==> config.mk <==
export PLATFORM = sky130hd
export DESIGN_NAME = pipeline_biss_arb
export DESIGN_NICKNAME = d
export VERILOG_FILES = /design/src/rtl/pipeline_biss_arb.sv
export SDC_FILE = /design/constraint.sdc
export NUM_CORES = 1
export LEC_CHECK = 0
export ABC_AREA = 1
export CAP_MARGIN = 20
export CORE_MARGIN = 1.5
export CORE_UTILIZATION = 25
export CTS_BUF_LIST = sky130_fd_sc_hd__clkbuf_2 sky130_fd_sc_hd__clkbuf_4 sky130_fd_sc_hd__clkbuf_8
export DETAILED_ROUTE_END_ITERATION = 16
export GPL_TIMING_DRIVEN = 0
export PLACE_DENSITY_LB_ADDON = 0.15
export SLEW_MARGIN = 25
export SYNTH_ARGS = -nofsm -noshare
export SYNTH_HDL_FRONTEND = slang
export SYNTH_SLANG_ARGS = --single-unit
export TNS_END_PERCENT = 5
==> constraint.sdc <==
create_clock -name clk -period 4.65 [get_ports clk]
set_input_delay 0.6975 -clock clk [delete_from_list [all_inputs] [get_ports clk]]
set_output_delay 0.6975 -clock clk [all_outputs]
set_load 0.01 [all_outputs]
==> src/rtl/pipeline_biss_arb.sv <==
// pipeline_biss_arb: two-requester round-robin front end feeding a
// three-stage add pipeline with global stall, flush and completion counters.
module pipeline_biss_arb #(
  parameter int DW = 16,
  parameter int CW = 8
) (
  input  logic          clk,
  input  logic          rst,
  input  logic          req0_valid,
  input  logic [DW-1:0] req0_data,
  output logic          req0_ready,
  input  logic          req1_valid,
  input  logic [DW-1:0] req1_data,
  output logic          req1_ready,
  input  logic          flush,
  output logic          out_valid,
  output logic [DW-1:0] out_data,
  output logic          out_id,
  input  logic          out_ready,
  output logic          busy,
  output logic [CW-1:0] done0_cnt,
  output logic [CW-1:0] done1_cnt
);

  typedef struct packed {
    logic          v;
    logic          id;
    logic [DW-1:0] d;
  } stg_t;

  stg_t          s1, s2, s3;
  logic          ptr;
  logic          adv;
  logic          gnt;
  logic          acc;
  logic          xfer;
  logic [DW-1:0] in_d;

  // Round-robin grant: alternate on contention, else the lone requester.
  always_comb begin
    gnt = 1'b0;
    if (req0_valid && req1_valid)
      gnt = ~ptr;
    else
      gnt = req1_valid;
  end

  // Handshake: whole pipe advances together; flush and reset block accepts.
  always_comb begin
    adv        = !s3.v || out_ready;
    xfer       = s3.v && out_ready;
    req0_ready = !rst && adv && !flush
               && req0_valid && !gnt;
    req1_ready = !rst && adv && !flush
               && req1_valid && gnt;
    acc        = req0_ready || req1_ready;
    in_d       = gnt ? req1_data : req0_data;
  end

  // Stage registers and last-grant pointer.
  always_ff @(posedge clk or posedge rst) begin
    if (rst) begin
      s1  <= '0;
      s2  <= '0;
      s3  <= '0;
      ptr <= 1'b1;
    end else begin
      if (acc)
        ptr <= gnt;
      if (flush) begin
        s1.v <= 1'b0;
        s2.v <= 1'b0;
        s3.v <= 1'b0;
      end else if (adv) begin
        s3.v  <= s2.v;
        s3.id <= s2.id;
        s3.d  <= s2.d + DW'(1000);
        s2.v  <= s1.v;
        s2.id <= s1.id;
        s2.d  <= s1.d + DW'(100);
        s1.v  <= acc;
        if (acc) begin
          s1.id <= gnt;
          s1.d  <= in_d + DW'(10);
        end
      end
    end
  end

  // Completion counters bump on every result transfer, flush or not.
  always_ff @(posedge clk or posedge rst) begin
    if (rst) begin
      done0_cnt <= '0;
      done1_cnt <= '0;
    end else if (xfer) begin
      if (s3.id)
        done1_cnt <= done1_cnt + CW'(1);
      else
        done0_cnt <= done0_cnt + CW'(1);
    end
  end

  assign out_valid = s3.v;
  assign out_data  = s3.d;
  assign out_id    = s3.id;
  assign busy      = s1.v || s2.v || s3.v;

endmodule

; ---- Word-level counts from Yosys, hierarchy flattened
; Cells that the tools add are included.
[op_classes]
shifts = 0
order_cmp = 0
bitwise_logic = 3
addsub = 5
n_mul = 0
n_mux = 9
n_eq_ne = 0
div = 0
n_reduce_logical = 21
[op_table]
columns = operator, n
row1 = 18-bit two-way mux, 3
row2 = 17-bit two-way mux, 1
row3 = 16-bit by 10-bit adder with 16-bit output (second input constant), 1
row4 = 16-bit by 4-bit adder with 16-bit output (second input constant), 1
row5 = 16-bit by 7-bit adder with 16-bit output (second input constant), 1
row6 = 8-bit by 1-bit adder with 8-bit output (second input constant), 2
row7 = 16-bit two-way mux, 1
row8 = 1-bit logical AND, 8
row9 = 2-bit AND reduction, 3
row10 = 1-bit zero test, 4
row11 = 1-bit logical OR, 4
row12 = 1-bit two-way mux, 4
row13 = 1-bit inverter, 3
row14 = 3-bit AND reduction, 1
row15 = 2-bit nonzero test, 1
[totals]
memories = 0
latchBits = 0
reg_bits = 71
out_inout_bits = 37
mem_bits_rw = 0
mem_bits_ro = 0
wordCells = 50

; ---- Logic depth before layout (Yosys ltp)
; Gate-level depths: netlist of the first run.
[logic_depth]
depth_word = 10
depth_mapped = 14
mapped_depth_nobuf = 14

; ---- Worst setup path after synthesis of the first run
; Ideal clock, no wire load.
[synth_path]
path_type = input -> output
startpoint = input out_ready
endpoint = output req0_ready
path_stages = 6
slack_ns = 2.686
arrival_ns = 1.267
cell_sequence = nor2_4 -> nor2_8 -> inv_4 -> nor2_2 -> nand2_1 -> nor2_1
[synth_via]
elab_chain_len = 5
[synth_rtl]
columns = element, line_no
row1 = from (decl), 19  ; input logic out_ready,
row2 = 1-bit logical OR, 50  ; adv = !s3.v || out_ready;
row3 = 1-bit logical AND (2 in series), 52  ; req0_ready = !rst && adv && !flush
row4 = 1-bit logical AND (2 in series), 53  ; && req0_valid && !gnt;
row5 = to (decl), 11  ; output logic req0_ready,
; Every way passes these cells.

; ---- Final worst setup path of the first run
; Ends and elaborated chain as after synthesis.

==> out/results.ini, run 1 <==
[synthesis]
syn_avg_cell_area_um2=7.711
synth_area_leaders=dfrtp_1, nand2_1, nand3_1, inv_1, nor2_1
post_synth_num_cell_types=40
netlist_area_um2=4025
synth_top_cell_area_share_pct=43.52
synthArstFlopShare_pct=100.0
seq_area_frac_synth_pct=44.17
ys.flop_type=dfrtp_1
synth_fp_nets=565
syn_inst=522
yosysMostFrequentCell=nand2_1
yosysWarnings=0
synth_top_area_cell=dfrtp_1
synth_edf_count=0
synth_seq_cells=71
synth_commonest_cells=nand2_1, dfrtp_1, inv_1, nand3_1, nor2_1

[global_route]
first_global_vias=3333
antenna_found_initial=0
grt_use_total_pct=12.18
grt_max_degree=37
globalRoute.totalOverflow=0
grt_pass1_wl_um=16320

[clock_network]
cts_tree=built
cts_setup_buffers=0
clk_latency_ps=350
clk_pin_slew_ps=70
post_cts_resized=0
cts_made_buffers=9
root_buffer=clkbuf_8
holdBufCountCts=0
cts.sinks=71
clk_path_buf_depth=2
h-tree-depth=3

[final_layout]
nets=650
drive_above_1_share_pct=9.804
fillers=1695
num_antenna_cells=0
area_growth_pct=31.18

[drt]
ant_nets=0
wl_met2_um=4196
routed.top_layer=met4
first_pass_iters=4
wl_um=9683
drt_iter0_markers=154
viasPerCell=4.176
drc=0
vias=3458
wl_met3_um=417
m1WireLength_um=4949
wire_per_inst_um=11.69

[placed_design]
port_buffers=73
dpl.hpwl_um=7583
gp_congestion=0.8335

[critical_path]
cp_num_buf_inv=3
start_kind=input pin
worstPathMaxFanout=9
end_kind=output pin
cp_slowest_cell=clkdlybuf4s50_1
cp_common_cell=clkdlybuf4s50_1
slowest_delay_ps=570
r2r_start=ptr$_DFFE_PP1N_
startpoint=out_ready
cp_top_family=buffers and inverters
crit_required_ps=3950
worstSetupPathType=input pin to output pin
crit_chain=clkdlybuf4s50_1 -> nor2_4 -> nor2_8 -> inv_4 -> nor2_2 -> nand2_1 -> nor2_1 -> clkdlybuf4s50_1
crit_arrival_ps=2580

[job]
cap_violations=0

[floorplanning]
die_area_um2=16870
core_region_area_um2=15830
start_util_pct=25.43
num_io_pins=75
dieHeight_um=129.9
num_rows=46
fp.dieW_um=129.9

[worst_hold_path]
hold_path.class=register to register
min_from=out_data[2]$_DFFE_PP0P_

[sta]
period_minus_slack_ps=3281
worst_pin_slew_ps=554.8
rsz0062_at_grt=false
slew_viol_final=0
setup_viol=0
post-route-period-util_pct=70.57
max_clock_freq_ghz=0.3048
finalHoldViolCount=0
whs_ps=470.9
max-slew-margin-rel_pct=63.01
setup_tns_ps=0
skew_ps=9.047

[power_and_ir_drop]
powerDensity_nw_per_um2=400.8
peakVddDrop_mv=0.1844
p_leak_nw=2.510

[run_status]
status=complete, no violations

[stage by stage]
stage	cell area (µm²)	instances	total power [mW]	utilization, %	worst slack (ps)
2_1_floorplan	4025	522	1.267	-	2158
3_5_place_dp	5049	812	1.562	31.90	1384
5_1_grt	5280	828	2.270	33.36	1230
4_1_cts	5280	828	2.146	33.36	1352
3_3_place_gp	5026	811	1.543	31.75	842.6
6_report	5280	828	2.116	33.36	1369
[cell type report]
class	instances	area, µm²	area share [%]
multi-input cells	384	1937	36.68
clock inverters	3	65.06	1.232
well taps	216	270.3	5.118
clock buffers	13	166.4	3.152
repair buffers	74	750.7	14.22
inverters	53	203.9	3.863
flip-flops and latches	71	1778	33.67
plain buffers	14	108.9	2.062
[layout by cell type, fill, tap and decap left out, types with 3 or more instances in the layout]
cell	count
a21oi_1	7
a31oi_1	8
buf_6	4
clkbuf_1	4
clkbuf_8	12
clkdlybuf4s50_1	73
dfrtp_1	70
ha_1	5
inv_1	47
inv_2	3
nand2_1	178
nand2_2	9
nand2_4	3
nand3_1	42
nand3b_1	6
nand4_1	13
nor2_1	35
nor2_2	4
nor2_4	4
o21ai_0	26
o21ai_1	3
o22ai_1	5
or2_2	5
xnor2_1	9
xor2_1	12
[where the power goes]
| part | leakage [nW] | switching [mW] | total, mW | internal, mW |
|---|---|---|---|---|
| Combinational | 1.51 | 0.333 | 0.643 | 0.310 |
| Sequential | 0.880 | 0.130 | 0.895 | 0.765 |
| Clock | 0.120 | 0.235 | 0.578 | 0.343 |
[worst reg2reg max path: stages (launching register included)]
cell and delay (ps):
dfstp_2 570, nand2_4 130, nand2_8 120, nand2_1 60
nand2_1 120, ha_1 160, inv_1 40, nand3_1 140
nand2_4 90, nor2_4 110, nand3_1 80, nand2_1 60
nand2_1 50, nand2_1 70, nand2_1 50
[metal layers]
layer  vias up  global-route usage [%]
met5         -                       0
met4         0                   4.118
met3         6                   2.173
met2        84                   19.11
met1      1524                   16.92
li1       1844                       -
[final timing paths]
check / endpoint / slack, ps / cells after the start
setup / recovery: req0_ready / 1370 / 8
min in group asynchronous: done0_cnt[6]$_DFFE_PP0P_ / 800 / 2
setup reg to reg: s1[15]$_DFFE_PP0P_ / 2710 / 14
hold reg to reg: out_data[2]$_DFFE_PP0P_ / 470 / 2
hold / removal: out_data[2]$_DFFE_PP0P_ / 470 / 2
max in group asynchronous: ptr$_DFFE_PP1N_ / 3240 / 3
[registers in the layout (all words and copies together) (netlist names)]
register   flops
ptr            1
s2            18
s1            18
out_valid      1
out_id         1
done0_cnt      8
out_data      16
done1_cnt      8
[logic make-up after synthesis]
family | synth area share, %
AND/OR/NAND/NOR | 34.63
flip-flops | 44.17
buffers and inverters | 7.709
AO/OA/AOI/OAI | 7.087
XOR/XNOR | 4.570
adder cells (fa/ha/maj) | 1.554
multiplexers | 0.2797
No activity file was read; power rests on OpenSTA's default activity.
==> run 2, diff against run 1 <==
==> constraint.sdc (replaced) <==
create_clock -name clk -period 2.92 [get_ports clk]
set_input_delay 0.438 -clock clk [delete_from_list [all_inputs] [get_ports clk]]
set_output_delay 0.438 -clock clk [all_outputs]
set_load 0.01 [all_outputs]
==> results of run 2 <==
Same layout as run 1 (identical final DEF). Status: complete, no violations.
Among the figures that moved: setup slack after placement 1384 ps -> 172.7 ps; setup slack after layout 1369 ps -> 157.6 ps; register-to-register setup slack 2710 ps -> 980 ps; total power 2.116 mW -> 3.370 mW; worst IR drop on VDD 0.1844 mV -> 0.2936 mV
